**src/rtl/pipelined_adder_pkg.sv**
```systemverilog
// -----------------------------------------------------------------------------
// adder_pkg
// Shared definitions for the pipelined add/subtract unit:
//   ADD_WIDTH_DEFAULT / ADD_STAGES_DEFAULT : default geometry (32 bits, 4 stages)
//   op_e                                   : operation encoding on the sub input
//   sat_limit(width, sign)                 : signed saturation value for a width;
//                                            sign = 0 -> max positive, 1 -> min negative
// Optional feature macro used by the block: PIPELINED_ADDER_SAT_EN
// -----------------------------------------------------------------------------
package adder_pkg;

   localparam int unsigned ADD_WIDTH_DEFAULT  = 32;
   localparam int unsigned ADD_STAGES_DEFAULT = 4;
   localparam int unsigned ADD_MAX_WIDTH      = 64;

   typedef enum logic {
      OP_ADD = 1'b0,
      OP_SUB = 1'b1
   } op_e;

   // Result is ADD_MAX_WIDTH wide; callers truncate to their own width.
   function automatic logic [ADD_MAX_WIDTH-1:0] sat_limit(input int unsigned width,
                                                          input logic        sign);
      logic [ADD_MAX_WIDTH-1:0] one;
      logic [ADD_MAX_WIDTH-1:0] msb;
      one = {{(ADD_MAX_WIDTH-1){1'b0}}, 1'b1};
      msb = one << (width - 1);
      return sign ? msb : (msb - one);
   endfunction

endpackage

```
**src/rtl/pipelined_adder_if.sv**
```systemverilog
// -----------------------------------------------------------------------------
// pipelined_adder_if
// Operand/result stream bundle for pipelined_adder.
//   in_valid/in_ready   : operand beat handshake (a, b, cin, sub)
//   out_valid/out_ready : result beat handshake (sum, carry_out, overflow)
//   sat_en              : per-beat saturation request, present only when
//                         PIPELINED_ADDER_SAT_EN is defined
// master = stream source/sink (bench or upstream logic), slave = the adder.
// -----------------------------------------------------------------------------
interface pipelined_adder_if
   import adder_pkg::*;
#(
   parameter int unsigned WIDTH = ADD_WIDTH_DEFAULT
);

   logic             in_valid;
   logic             in_ready;
   logic [WIDTH-1:0] a;
   logic [WIDTH-1:0] b;
   logic             cin;
   logic             sub;
   logic             out_valid;
   logic             out_ready;
   logic [WIDTH-1:0] sum;
   logic             carry_out;
   logic             overflow;
`ifdef PIPELINED_ADDER_SAT_EN
   logic             sat_en;
`endif

   modport master (
`ifdef PIPELINED_ADDER_SAT_EN
      output sat_en,
`endif
      output in_valid, a, b, cin, sub, out_ready,
      input  in_ready, out_valid, sum, carry_out, overflow
   );

   modport slave (
`ifdef PIPELINED_ADDER_SAT_EN
      input  sat_en,
`endif
      input  in_valid, a, b, cin, sub, out_ready,
      output in_ready, out_valid, sum, carry_out, overflow
   );

endinterface

```
**src/rtl/pipelined_adder_slice.sv**
```systemverilog
// -----------------------------------------------------------------------------
// adder_slice
// One registered SLICE_W-bit slice of the pipelined adder.
//   clk, rst_n : clock, asynchronous active-low reset
//   en         : load enable (pipeline advance)
//   a_s, b_s   : slice operands (b_s already inverted for subtract)
//   c_in       : carry from the previous slice (or the beat's cin)
//   s_q, c_q   : registered partial sum and carry-out
// -----------------------------------------------------------------------------
module adder_slice
   import adder_pkg::*;
#(
   parameter int unsigned SLICE_W = 8
) (
   input  logic               clk,
   input  logic               rst_n,
   input  logic               en,
   input  logic [SLICE_W-1:0] a_s,
   input  logic [SLICE_W-1:0] b_s,
   input  logic               c_in,
   output logic [SLICE_W-1:0] s_q,
   output logic               c_q
);

   logic [SLICE_W-1:0] s_d;
   logic               c_d;

   always_comb begin
      {c_d, s_d} = {1'b0, a_s} + {1'b0, b_s} + {{SLICE_W{1'b0}}, c_in};
   end

   always_ff @(posedge clk or negedge rst_n) begin
      if (!rst_n) begin
         s_q <= '0;
         c_q <= 1'b0;
      end else if (en) begin
         s_q <= s_d;
         c_q <= c_d;
      end
   end

endmodule

```
**src/rtl/pipelined_adder.sv**
```systemverilog
// -----------------------------------------------------------------------------
// pipelined_adder
// WIDTH-bit add/subtract split into STAGES registered slices with valid/ready
// streaming on both sides. Latency STAGES cycles, throughput 1 beat/cycle.
//   clk   : rising-edge clock
//   rst_n : asynchronous active-low reset (clears every stage)
//   bus   : pipelined_adder_if.slave operand/result stream
// Upper operand slices are skewed by k registers before slice k; lower result
// slices are de-skewed by STAGES-1-k registers so a beat leaves in one piece.
// The whole pipe advances on adv = !out_valid || out_ready.
// Optional: PIPELINED_ADDER_SAT_EN adds sat_en and signed saturation of sum.
// -----------------------------------------------------------------------------
module pipelined_adder
   import adder_pkg::*;
#(
   parameter int unsigned WIDTH  = ADD_WIDTH_DEFAULT,
   parameter int unsigned STAGES = ADD_STAGES_DEFAULT
) (
   input  logic             clk,
   input  logic             rst_n,
   pipelined_adder_if.slave bus
);

   localparam int unsigned SLICE_W = WIDTH / STAGES;

   logic               adv;
   logic [WIDTH-1:0]   b_eff;
   logic [SLICE_W-1:0] a_stage    [STAGES];
   logic [SLICE_W-1:0] b_stage    [STAGES];
   logic               c_in_stage [STAGES];
   logic [SLICE_W-1:0] s_stage    [STAGES];
   logic               c_stage    [STAGES];
   logic [SLICE_W-1:0] res_slice  [STAGES];
   logic [STAGES-1:0]  vld_d, vld_q;
   logic               a_msb_d, a_msb_q;
   logic               b_msb_d, b_msb_q;
   logic [WIDTH-1:0]   sum_raw;
   logic               ovf;

   always_comb begin
      adv   = !vld_q[STAGES-1] || bus.out_ready;
      b_eff = (op_e'(bus.sub) == OP_SUB) ? ~bus.b : bus.b;
   end

   // Valid shift register: holes from idle input cycles travel with the beats.
   always_comb begin
      vld_d[0] = bus.in_valid;
      for (int unsigned i = 1; i < STAGES; i++) vld_d[i] = vld_q[i-1];
   end

   always_ff @(posedge clk or negedge rst_n) begin
      if (!rst_n)   vld_q <= '0;
      else if (adv) vld_q <= vld_d;
   end

   for (genvar k = 0; k < STAGES; k++) begin : g_stage
      if (k == 0) begin : g_first
         assign a_stage[k]    = bus.a[SLICE_W-1:0];
         assign b_stage[k]    = b_eff[SLICE_W-1:0];
         assign c_in_stage[k] = bus.cin;
      end else begin : g_skew
         logic [2*SLICE_W-1:0] skw_d [k];
         logic [2*SLICE_W-1:0] skw_q [k];

         always_comb begin
            skw_d[0] = {bus.a[k*SLICE_W +: SLICE_W], b_eff[k*SLICE_W +: SLICE_W]};
            for (int unsigned i = 1; i < k; i++) skw_d[i] = skw_q[i-1];
         end

         always_ff @(posedge clk or negedge rst_n) begin
            if (!rst_n) begin
               for (int unsigned i = 0; i < k; i++) skw_q[i] <= '0;
            end else if (adv) begin
               skw_q <= skw_d;
            end
         end

         assign {a_stage[k], b_stage[k]} = skw_q[k-1];
         assign c_in_stage[k]            = c_stage[k-1];
      end

      adder_slice #(.SLICE_W(SLICE_W)) u_slice (
         .clk   (clk),
         .rst_n (rst_n),
         .en    (adv),
         .a_s   (a_stage[k]),
         .b_s   (b_stage[k]),
         .c_in  (c_in_stage[k]),
         .s_q   (s_stage[k]),
         .c_q   (c_stage[k])
      );

      if (k < STAGES - 1) begin : g_deskew
         localparam int unsigned DEPTH = STAGES - 1 - k;
         logic [SLICE_W-1:0] dsk_d [DEPTH];
         logic [SLICE_W-1:0] dsk_q [DEPTH];

         always_comb begin
            dsk_d[0] = s_stage[k];
            for (int unsigned i = 1; i < DEPTH; i++) dsk_d[i] = dsk_q[i-1];
         end

         always_ff @(posedge clk or negedge rst_n) begin
            if (!rst_n) begin
               for (int unsigned i = 0; i < DEPTH; i++) dsk_q[i] <= '0;
            end else if (adv) begin
               dsk_q <= dsk_d;
            end
         end

         assign res_slice[k] = dsk_q[DEPTH-1];
      end else begin : g_top
         assign res_slice[k] = s_stage[k];
      end
   end

   always_comb begin
      sum_raw = '0;
      for (int unsigned i = 0; i < STAGES; i++) sum_raw[i*SLICE_W +: SLICE_W] = res_slice[i];
   end

   // Operand MSBs are taken at the top slice's input so they are registered
   // in step with the final slice, ready for the overflow check.
   always_comb begin
      a_msb_d = a_stage[STAGES-1][SLICE_W-1];
      b_msb_d = b_stage[STAGES-1][SLICE_W-1];
   end

   always_ff @(posedge clk or negedge rst_n) begin
      if (!rst_n) begin
         a_msb_q <= 1'b0;
         b_msb_q <= 1'b0;
      end else if (adv) begin
         a_msb_q <= a_msb_d;
         b_msb_q <= b_msb_d;
      end
   end

   always_comb begin
      ovf = (a_msb_q == b_msb_q) && (sum_raw[WIDTH-1] != a_msb_q);
   end

`ifdef PIPELINED_ADDER_SAT_EN
   logic [STAGES-1:0] sat_d, sat_q;

   always_comb begin
      sat_d[0] = bus.sat_en;
      for (int unsigned i = 1; i < STAGES; i++) sat_d[i] = sat_q[i-1];
   end

   always_ff @(posedge clk or negedge rst_n) begin
      if (!rst_n)   sat_q <= '0;
      else if (adv) sat_q <= sat_d;
   end

   // Clamp muxes the registered result; it adds no cycle of latency.
   assign bus.sum = (sat_q[STAGES-1] && ovf) ? WIDTH'(sat_limit(WIDTH, a_msb_q)) : sum_raw;
`else
   assign bus.sum = sum_raw;
`endif

   assign bus.in_ready  = adv;
   assign bus.out_valid = vld_q[STAGES-1];
   assign bus.carry_out = c_stage[STAGES-1];
   assign bus.overflow  = ovf;

endmodule

```
**src/flat_wrapper.sv**
```systemverilog
// flat-port wrapper written by rule: the top's interface ports become plain ports
module pipelined_adder_flat import adder_pkg::*;
#(
   parameter int unsigned WIDTH  = ADD_WIDTH_DEFAULT,
   parameter int unsigned STAGES = ADD_STAGES_DEFAULT
)
  (clk, rst_n, bus_in_valid, bus_a, bus_b, bus_cin, bus_sub, bus_out_ready, bus_in_ready, bus_out_valid, bus_sum, bus_carry_out, bus_overflow);
  pipelined_adder_if #(.WIDTH(WIDTH)) bus_i ();
  input  logic clk;
  input  logic rst_n;
  input wire logic [$bits(bus_i.in_valid)-1:0] bus_in_valid;
  input wire logic [$bits(bus_i.a)-1:0] bus_a;
  input wire logic [$bits(bus_i.b)-1:0] bus_b;
  input wire logic [$bits(bus_i.cin)-1:0] bus_cin;
  input wire logic [$bits(bus_i.sub)-1:0] bus_sub;
  input wire logic [$bits(bus_i.out_ready)-1:0] bus_out_ready;
  output wire logic [$bits(bus_i.in_ready)-1:0] bus_in_ready;
  output wire logic [$bits(bus_i.out_valid)-1:0] bus_out_valid;
  output wire logic [$bits(bus_i.sum)-1:0] bus_sum;
  output wire logic [$bits(bus_i.carry_out)-1:0] bus_carry_out;
  output wire logic [$bits(bus_i.overflow)-1:0] bus_overflow;
  assign bus_i.in_valid = bus_in_valid;
  assign bus_i.a = bus_a;
  assign bus_i.b = bus_b;
  assign bus_i.cin = bus_cin;
  assign bus_i.sub = bus_sub;
  assign bus_i.out_ready = bus_out_ready;
  assign bus_in_ready = bus_i.in_ready;
  assign bus_out_valid = bus_i.out_valid;
  assign bus_sum = bus_i.sum;
  assign bus_carry_out = bus_i.carry_out;
  assign bus_overflow = bus_i.overflow;
  pipelined_adder #(.WIDTH(WIDTH), .STAGES(STAGES)) u_core (.clk(clk), .rst_n(rst_n), .bus(bus_i));
endmodule
```
**config.mk**
```make
export PLATFORM = sky130hd
export DESIGN_NAME = pipelined_adder_flat
export DESIGN_NICKNAME = d
export VERILOG_FILES = /design/src/rtl/pipelined_adder_pkg.sv /design/src/rtl/pipelined_adder_if.sv /design/src/rtl/pipelined_adder_slice.sv /design/src/rtl/pipelined_adder.sv /design/src/flat_wrapper.sv
export SDC_FILE = /design/constraint.sdc
export NUM_CORES = 1
export LEC_CHECK = 0
export ABC_CLOCK_PERIOD_IN_PS = 6900
export CAP_MARGIN = 25
export CORE_AREA = 3 3 125 127
export DETAILED_ROUTE_END_ITERATION = 6
export DIE_AREA = 0 0 128 130
export PLACE_DENSITY = 0.93
export SYNTH_ARGS = -nofsm -noshare
export SYNTH_HDL_FRONTEND = slang
export SYNTH_SLANG_ARGS = --single-unit
```
**constraint.sdc**
```tcl
create_clock -name clk -period 6.9 [get_ports clk]
set_input_delay 1.38 -clock clk [delete_from_list [all_inputs] [get_ports clk]]
set_output_delay 1.38 -clock clk [all_outputs]
set_load 0.05 [all_outputs]
```
# Yosys cells after proc, flatten, opt, wreduce, memory -nomap -nowiden
# Index checks and enable logic that the tools add are counted.
# op_classes
reduce_logical	3
bitwise_logic	1
n_eq_ne	2
addsub	8
muxes	1
# ops
cell	count
adder 8 x 8 -> 9 bit	4
adder 9 x 1 -> 9 bit	4
2-to-1 mux 32 bit	1
inverter 32 bit	1
equality test 1 bit	1
logical AND 1 bit	1
logical NOT 1 bit	1
logical OR 1 bit	1
!= test 1 bit	1
# totals
inputBits	70
elab_cells	38
out_inout_bits	36
register_bits	186

# Depth between registers and ports, before layout
# Gate-level depths: netlist of the first run.
# logic_depth
word_depth	4
ltp_mapped	9
depth_no_buf	7

# Cells and area by module
# A second synthesis of the first run with hierarchy kept.
# hier_totals
cells_unflattened	655
hier_area_um2	9080.0
# by_module_without_submodules
mod	n_inst	area_per_inst_um2	seq_area_each_um2	cells_each
pipelined_adder	1	6252.2	3753.6	357
adder_slice (u_core.g_stage[0].u_slice ...)	3	701.9	225.2	75
adder_slice (u_core.g_stage[2].u_slice)	1	721.9	225.2	73

# Worst setup path after synthesis of the first run
# No wires, ideal clock.
# synth_path
kind	input to output
startpoint	input port bus_out_ready
endpoint	output port bus_in_ready
t_required_ns	5.520
arrival_ns	2.113
cell_stages	5
path_buffers	3
slack_ns	3.407
cell_sequence	nor2b_4 buf_6 inv_2 buf_2 buf_2
# synth_between
elab_chain_len	1
# synth_lines
element	line	rtl
start, declared	flat_wrapper.sv:16	input wire logic [$bits(bus_i.out_ready)-1:0] bus_out_ready;
logical OR 1 bit	pipelined_adder.sv:41	adv = !vld_q[STAGES-1] || bus.out_ready;
end, declared	flat_wrapper.sv:17	output wire logic [$bits(bus_i.in_ready)-1:0] bus_in_ready;
# No other way between the ends.

# Worst setup path in the final report of the first run
# Same ends and word-level chain as after synthesis.

==> impl_metrics.xml, run 1 <==
<?xml version="1.0" encoding="UTF-8"?>
<metrics>
  <group name="worst_hold_path">
    <metric name="worst_hold_path_type" unit="">reg2reg</metric>
  </group>
  <group name="worst_setup_path">
    <metric name="cp_max_fo" unit="">73</metric>
    <metric name="worstPathArrival" unit="ps">3500</metric>
    <metric name="critical_path.startpoint_type" unit="">primary input</metric>
    <metric name="crit_required" unit="ps">5520</metric>
    <metric name="end_kind" unit="">primary output</metric>
    <metric name="timing.setup.critical_path_class" unit="">in2out</metric>
  </group>
  <group name="clock_tree">
    <metric name="clk-insertion-delay-late" unit="ps">430</metric>
    <metric name="tritoncts" unit="">yes</metric>
    <metric name="max_h_tree_level" unit="">4</metric>
    <metric name="cts_resized" unit="">0</metric>
    <metric name="post_cts.repair.setup_buffers" unit="">0</metric>
    <metric name="clk_path_buf_depth" unit="">2</metric>
    <metric name="cts_hold_buffers" unit="">0</metric>
    <metric name="clock-root-buffer" unit="">sky130_fd_sc_hd__clkbuf_16</metric>
    <metric name="clk_pin_slew" unit="ps">60</metric>
    <metric name="cts_buffers" unit="">17</metric>
    <metric name="cts_sinks" unit="">186</metric>
  </group>
  <group name="synthesis">
    <metric name="post_synth_instance_area" unit="mm^2">0.00869</metric>
    <metric name="async_set_reset_flop_share_out_of_synthesis" unit="">1.00</metric>
    <metric name="yosys_register_bits" unit="">186</metric>
    <metric name="synthDistinctLibCells" unit="">39</metric>
    <metric name="dominantRegCellSynth" unit="">sky130_fd_sc_hd__dfrtp_1</metric>
    <metric name="synth_area_leader_cell" unit="">sky130_fd_sc_hd__dfrtp_1</metric>
    <metric name="synth_cells" unit="">937</metric>
    <metric name="yosysTopAreaCellShare" unit="">0.536</metric>
    <metric name="synth-edff-count" unit="">0</metric>
    <metric name="yosys_warnings" unit="">0</metric>
    <metric name="synth.net_count" unit="">1043</metric>
    <metric name="synth.area.top_cells" unit="">sky130_fd_sc_hd__dfrtp_1, sky130_fd_sc_hd__nand2_1, sky130_fd_sc_hd__ha_1, sky130_fd_sc_hd__xnor2_1, sky130_fd_sc_hd__o21ai_0</metric>
    <metric name="post_synth.cell_area_avg" unit="um^2">9.27</metric>
    <metric name="post_synthesis_sequential_area_ratio" unit="">0.536</metric>
  </group>
  <group name="floorplan">
    <metric name="dieHeight" unit="um">130</metric>
    <metric name="initial_core_util" unit="">0.598</metric>
    <metric name="die-width" unit="um">128</metric>
    <metric name="num_rows" unit="">44</metric>
    <metric name="boundary_pin_count" unit="">106</metric>
    <metric name="die_area" unit="mm^2">0.0166</metric>
    <metric name="fp.coreArea" unit="mm^2">0.0145</metric>
  </group>
  <group name="global_route">
    <metric name="global_route_wire_length_before_repair" unit="um">29800</metric>
    <metric name="grt.total_usage" unit="">0.221</metric>
    <metric name="grt-ovfl-total" unit="">0</metric>
    <metric name="first_global_vias" unit="">6449</metric>
    <metric name="antenna_found_initial" unit="">0</metric>
    <metric name="maximum_number_of_pins_on_one_net_before_global_route_repair" unit="">121</metric>
  </group>
  <group name="route">
    <metric name="via_per_inst" unit="">5.46</metric>
    <metric name="drt.antenna.violating_nets" unit="">0</metric>
    <metric name="drtIter0Drc" unit="">438</metric>
    <metric name="first_pass_iters" unit="">5</metric>
    <metric name="routed_wirelength" unit="um">17700</metric>
    <metric name="drt_drc_violations_left" unit="">0</metric>
    <metric name="via_count" unit="">6627</metric>
    <metric name="route.detailed.wl_per_inst" unit="um">14.5</metric>
  </group>
  <group name="power_and_ir_drop">
    <metric name="power.switching_fraction" unit="">0.400</metric>
    <metric name="internal_power" unit="W">0.00302</metric>
    <metric name="p_switching" unit="W">0.00201</metric>
    <metric name="p_leak" unit="nW">4.99</metric>
    <metric name="clock_network_fraction_of_design_power" unit="">0.198</metric>
    <metric name="power_frac_seq" unit="">0.372</metric>
    <metric name="vdd_drop_max" unit="mV">0.237</metric>
    <metric name="power_frac_comb" unit="">0.430</metric>
    <metric name="power_per_cell_area" unit="mW/mm^2">485</metric>
  </group>
  <group name="placement">
    <metric name="gp_congestion" unit="">0.824</metric>
    <metric name="post-place-cells" unit="">1184</metric>
    <metric name="dp_slack" unit="ps">1980</metric>
    <metric name="port_buffers" unit="">105</metric>
    <metric name="place.detailed.hpwl" unit="um">11200</metric>
  </group>
  <group name="final_layout">
    <metric name="ff_latch_area" unit="mm^2">0.00465</metric>
    <metric name="post_route_cells_drive_above_1_share" unit="">0.0398</metric>
    <metric name="layout.cells.most_common_list" unit="">sky130_fd_sc_hd__nand2_1, sky130_fd_sc_hd__dfrtp_1, sky130_fd_sc_hd__clkdlybuf4s50_1</metric>
    <metric name="layout.nets" unit="">1126</metric>
    <metric name="fin_util" unit="">0.713</metric>
    <metric name="layout.cells.non_filler" unit="">1214</metric>
    <metric name="layout-area-overhead-vs-synth" unit="%">19.3</metric>
    <metric name="fillers" unit="">1032</metric>
    <metric name="insertedDiodeCount" unit="">0</metric>
    <metric name="multi_input_area" unit="mm^2">0.00374</metric>
    <metric name="layout.cells.most_common" unit="">sky130_fd_sc_hd__nand2_1</metric>
  </group>
  <group name="timing">
    <metric name="timing.final.crit_share" unit="">0.707</metric>
    <metric name="slew-limit-headroom" unit="">0.359</metric>
    <metric name="worst_hold_slack_after_final_layout" unit="ps">462</metric>
    <metric name="rsz0062_at_grt" unit="">no</metric>
    <metric name="worst_slack" unit="ps">2020</metric>
    <metric name="timing_worst_slew_pin_value" unit="ps">961</metric>
    <metric name="skew_final" unit="ps">5.88</metric>
    <metric name="layout_min_cycle_time" unit="ps">4880</metric>
    <metric name="setup-violations-final" unit="">0</metric>
    <metric name="timing_max_transition_violations_final" unit="">0</metric>
    <metric name="setup-tns-final" unit="ps">0</metric>
    <metric name="timing.fmax" unit="GHz">0.205</metric>
    <metric name="report.final.hold_viol_count" unit="">0</metric>
  </group>
  <group name="run">
    <metric name="drv.max_cap_violation_count" unit="">0</metric>
  </group>
  <group name="run_status">
    <metric name="outcome" unit="">completed</metric>
  </group>
</metrics>
==> cells in the mapped netlist (all sizes together), types with 4 or more instances <==
cell,count
nor3b,19
fa,8
mux2i,6
nor2,8
a21oi,6
ha,28
o31a,8
nand3,6
a21o,7
or3,4
a221oi,5
nand2b,7
buf,44
nor4b,4
nand2,436
inv,6
nor3,10
o21bai,6
o31ai,10
o21ai,46
dfrtp,186
o21a,7
a211oi,18
xor2,8
xnor2,28
==> final cells by class <==
cell class	count	area share
Sequential cell	186	0.449
Multi-Input combinational cell	698	0.361
Timing Repair Buffer	111	0.108
Clock buffer	22	0.0467
Tap cell	184	0.0222
Clock inverter	7	0.0112
Inverter	6	0.00241
==> metal layers <==
layer | global-route usage | wire [um] | up-vias
li1 | - | - | 3228
met1 | 0.279 | 7480 | 3178
met2 | 0.382 | 8970 | 177
met3 | 0.0401 | 748 | 44
met4 | 0.0861 | 458 | 0
met5 | 0 | 0 | -
==> registers in the layout, summed over array words and instances (netlist names), 4 cells and up <==
signal                         flops
u_core.g_stage.g_deskew.dsk_d     24
u_core.b_stage                    15
u_core.vld_q                       4
u_core.g_stage.g_deskew.dsk_q      8
u_core.g_stage.u_slice.s_q        32
u_core.bus.sum                    16
u_core.a_stage                    15
u_core.g_stage.g_skew.skw_q       16
u_core.g_stage.g_skew.skw_d       48
u_core.g_stage.u_slice.c_q         4
==> cells by family (layout without fill, tap and decap cells) <==
| family | count (synthesis) | after routing | share of synthesized area |
|---|---|---|---|
| xor gates and xnor gates | 36 | 36 | 0.0363 |
| muxes | 6 | 6 | 0.00691 |
| adders and majority gates | 36 | 36 | 0.0588 |
| DFF | 186 | 186 | 0.536 |
| buffers and inverters | 53 | 146 | 0.0336 |
| AOI/OAI and AO/OA | 118 | 118 | 0.0916 |
| and+or+nand+nor | 502 | 502 | 0.237 |
==> final timing paths <==
path	start	endpoint	slack [ps]	cells after the start
max	bus_out_ready	bus_in_ready	2020	4
min	u_core.g_stage[2].g_skew.skw_d[6]	u_core.b_stage[14]	460	2
max reg2reg	u_core.vld_q[3]	u_core.g_stage[0].u_slice.s_q[5]	4280	6
min reg2reg	u_core.g_stage[2].g_skew.skw_d[6]	u_core.b_stage[14]	460	2
max in group asynchronous	rst_n	u_core.g_stage[1].u_slice.s_q[6]	4390	2
min in group asynchronous	rst_n	u_core.bus.sum[12]	1050	1
==> per-stage QoR <==
| stage | instance area, um^2 | power, W |
|---|---|---|
| 6_report | 10400 | 0.00503 |
| 5_1_grt | 10400 | 0.00540 |
| 4_1_cts | 10300 | 0.00504 |
| 3_5_place_dp | 9740 | 0.00401 |
| 3_3_place_gp | 9740 | 0.00390 |
| 2_1_floorplan | 8690 | 0.00345 |
==> critical path: stages <==
cell,delay [ps]
sky130_fd_sc_hd__clkdlybuf4s50_1,500
sky130_fd_sc_hd__nor2b_4,120
sky130_fd_sc_hd__inv_4,550
sky130_fd_sc_hd__clkdlybuf4s50_1,940
==> power by group through the flow <==
stage | sequential [W] | combinational (W) | clock, W
2_1_floorplan | 0.00215 | 0.00130 | 0
3_3_place_gp | 0.00185 | 0.00205 | 0
3_5_place_dp | 0.00188 | 0.00213 | 0
4_1_cts | 0.00187 | 0.00216 | 0.00100
5_1_grt | 0.00193 | 0.00242 | 0.00105
6_report | 0.00187 | 0.00216 | 0.000996
Power figures use the tool's default switching activity.
==> run 2, diff against run 1 <==
ABC_CLOCK_PERIOD_IN_PS = 4700   (was 6900)
CORE_AREA = 3 3 129 131   (was 3 3 125 127)
DIE_AREA = 0 0 132 134   (was 0 0 128 130)
PLACE_DENSITY = 0.88   (was 0.93)
clock period = 4.7 ns   (was 6.9 ns; I/O delays follow)
==> run 2 against run 1 <==
Against the previous run:
- die area up 6.3%
- flip-flop and latch count unchanged
- hold slack worse by 4.1 ps
- critical path type is now reg2out
- register-to-register slack worse by 2000 ps
- setup slack worse by 140 ps
- non-clock buffer count down 2
==> impl_metrics.xml, run 2 (synthesis gave the netlist of run 1 again) <==
<?xml version="1.0" encoding="UTF-8"?>
<metrics>
  <group name="run_status">
    <metric name="outcome" unit="">completed</metric>
  </group>
  <group name="placement">
    <metric name="place.detailed.hpwl" unit="um">11000</metric>
    <metric name="port_buffers" unit="">105</metric>
    <metric name="postPlaceCellArea" unit="mm^2">0.00981</metric>
    <metric name="gp_congestion" unit="">0.819</metric>
  </group>
  <group name="timing">
    <metric name="timing.fmax" unit="GHz">0.355</metric>
    <metric name="skew_final" unit="ps">9.32</metric>
    <metric name="timing_max_transition_violations_final" unit="">0</metric>
    <metric name="timing_worst_slew_pin_value" unit="ps">949</metric>
    <metric name="timing.final.crit_share" unit="">0.600</metric>
    <metric name="rsz0062_at_grt" unit="">no</metric>
    <metric name="slew-limit-headroom" unit="">0.367</metric>
    <metric name="report.final.hold_viol_count" unit="">0</metric>
    <metric name="setup-violations-final" unit="">0</metric>
    <metric name="setup-tns-final" unit="ps">0</metric>
    <metric name="layout_min_cycle_time" unit="ps">2820</metric>
  </group>
  <group name="global_route">
    <metric name="global_route_wire_length_before_repair" unit="um">29800</metric>
    <metric name="grt-ovfl-total" unit="">0</metric>
    <metric name="maximum_number_of_pins_on_one_net_before_global_route_repair" unit="">245</metric>
    <metric name="antenna_found_initial" unit="">0</metric>
    <metric name="grt.total_usage" unit="">0.205</metric>
    <metric name="first_global_vias" unit="">6344</metric>
  </group>
  <group name="worst_setup_path">
    <metric name="cp_slowest_cell" unit="">sky130_fd_sc_hd__clkdlybuf4s50_1</metric>
    <metric name="worstPathArrival" unit="ps">1880</metric>
    <metric name="timing.setup.critical_path_class" unit="">reg2out</metric>
    <metric name="cp_max_fo" unit="">3</metric>
    <metric name="path_delay_family" unit="">buffers and inverters</metric>
    <metric name="max_stage_delay" unit="ps">840</metric>
    <metric name="critical_path.startpoint_type" unit="">register</metric>
    <metric name="end_kind" unit="">primary output</metric>
    <metric name="worst-path-buf-inv" unit="">1</metric>
    <metric name="timing.critical_path.cells" unit="">nor2_1 -&gt; nand2_1 -&gt; o21ai_0 -&gt; clkdlybuf4s50_1</metric>
    <metric name="crit_required" unit="ps">3760</metric>
  </group>
  <group name="route">
    <metric name="via_count" unit="">6506</metric>
    <metric name="drtIter0Drc" unit="">438</metric>
    <metric name="drt_drc_violations_left" unit="">0</metric>
    <metric name="routed_wirelength" unit="um">17100</metric>
    <metric name="first_pass_iters" unit="">4</metric>
    <metric name="drt.antenna.violating_nets" unit="">0</metric>
    <metric name="route.detailed.wl_per_inst" unit="um">13.7</metric>
    <metric name="via_per_inst" unit="">5.22</metric>
  </group>
  <group name="run">
    <metric name="drv.max_cap_violation_count" unit="">0</metric>
  </group>
  <group name="final_layout">
    <metric name="layout.nets" unit="">1124</metric>
    <metric name="layout.cells.most_common" unit="">sky130_fd_sc_hd__nand2_1</metric>
    <metric name="insertedDiodeCount" unit="">0</metric>
    <metric name="layout.cells.most_common_list" unit="">sky130_fd_sc_hd__nand2_1, sky130_fd_sc_hd__dfrtp_1, sky130_fd_sc_hd__clkdlybuf4s50_1</metric>
    <metric name="final_cell_area" unit="mm^2">0.0104</metric>
    <metric name="layout-area-overhead-vs-synth" unit="%">20.2</metric>
    <metric name="number_of_flip_flops_in_the_largest_register" unit="">48</metric>
    <metric name="post_route_cells_drive_above_1_share" unit="">0.0427</metric>
  </group>
  <group name="clock_tree">
    <metric name="clk_pin_slew" unit="ps">70</metric>
    <metric name="tritoncts" unit="">yes</metric>
    <metric name="cts_hold_buffers" unit="">0</metric>
    <metric name="cts_sinks" unit="">186</metric>
    <metric name="clock-root-buffer" unit="">sky130_fd_sc_hd__clkbuf_16</metric>
    <metric name="cts_resized" unit="">0</metric>
    <metric name="post_cts.repair.setup_buffers" unit="">0</metric>
    <metric name="cts_buffers" unit="">17</metric>
    <metric name="clk-insertion-delay-late" unit="ps">430</metric>
    <metric name="max_h_tree_level" unit="">4</metric>
    <metric name="clk_path_buf_depth" unit="">2</metric>
  </group>
  <group name="power_and_ir_drop">
    <metric name="p_leak" unit="nW">5.00</metric>
    <metric name="power_per_cell_area" unit="mW/mm^2">711</metric>
    <metric name="vdd_drop_max" unit="mV">0.608</metric>
  </group>
  <group name="floorplan">
    <metric name="num_rows" unit="">46</metric>
    <metric name="boundary_pin_count" unit="">106</metric>
    <metric name="die_area" unit="mm^2">0.0177</metric>
    <metric name="fp.coreArea" unit="mm^2">0.0157</metric>
    <metric name="dieHeight" unit="um">134</metric>
    <metric name="initial_core_util" unit="">0.553</metric>
    <metric name="die-width" unit="um">132</metric>
  </group>
  <group name="worst_hold_path">
    <metric name="worst_hold_path_type" unit="">reg2reg</metric>
  </group>
</metrics>
run 2: cell types whose count changed in the layout (fill, tap and decap cells not counted):
cell and change:
sky130_fd_sc_hd__buf_12 +3, sky130_fd_sc_hd__buf_16 -1, sky130_fd_sc_hd__buf_4 -3, sky130_fd_sc_hd__bufinv_16 +1, sky130_fd_sc_hd__clkbuf_1 -1, sky130_fd_sc_hd__clkbuf_8 -4
sky130_fd_sc_hd__clkdlybuf4s50_1 -1, sky130_fd_sc_hd__inv_6 +6, sky130_fd_sc_hd__inv_8 +1
run 2: final cells by class:
class | count | area [um^2]
Fill cell | 1223 | 5270
Sequential cell | 186 | 4650
Multi-Input combinational cell | 698 | 3740
Timing Repair Buffer | 109 | 1110
Clock buffer | 17 | 425
Tap cell | 216 | 270
Clock inverter | 15 | 210
Inverter | 6 | 25.0
run 2: final timing paths:
check,startpoint,endpoint,slack (ps),cells after the start
setup / recovery,u_core.b_msb_q,bus_overflow,1880,4
hold / removal,u_core.vld_q[2],u_core.vld_q[3],460,1
setup reg to reg,u_core.g_stage[2].u_slice.c_q,u_core.g_stage[3].u_slice.c_q,2250,6
hold reg to reg,u_core.vld_q[2],u_core.vld_q[3],460,1
max in group asynchronous,rst_n,u_core.g_stage[3].g_skew.skw_d[20],3220,2
min in group asynchronous,rst_n,u_core.bus.sum[11],510,1
run 2: power by group:
group | total [W] | internal [W] | switching, W
registers | 0.00274 | 0.00232 | 0.000418
logic | 0.00316 | 0.00123 | 0.00193
clock network | 0.00153 | 0.000903 | 0.000629
run 2: routing by layer:
layer,vias to the layer above,global-route usage,part of all wire
met3,28,0.0416,0.031
met1,3117,0.263,0.45
met5,-,0,0
met2,116,0.348,0.50
met4,0,0.0753,0.020
li1,3245,-,-
run 2: through the flow:
step	utilization	instances	hold WS [ps]	power (W)	setup slack, ps
6_report	0.665	1247	458	0.00742	1880
5_1_grt	0.665	1247	485	0.00799	1770
4_1_cts	0.665	1247	461	0.00748	1850
3_5_place_dp	0.624	1215	446	0.00591	1580
3_3_place_gp	0.624	1215	442	0.00576	1630
2_1_floorplan	-	937	430	0.00506	1840
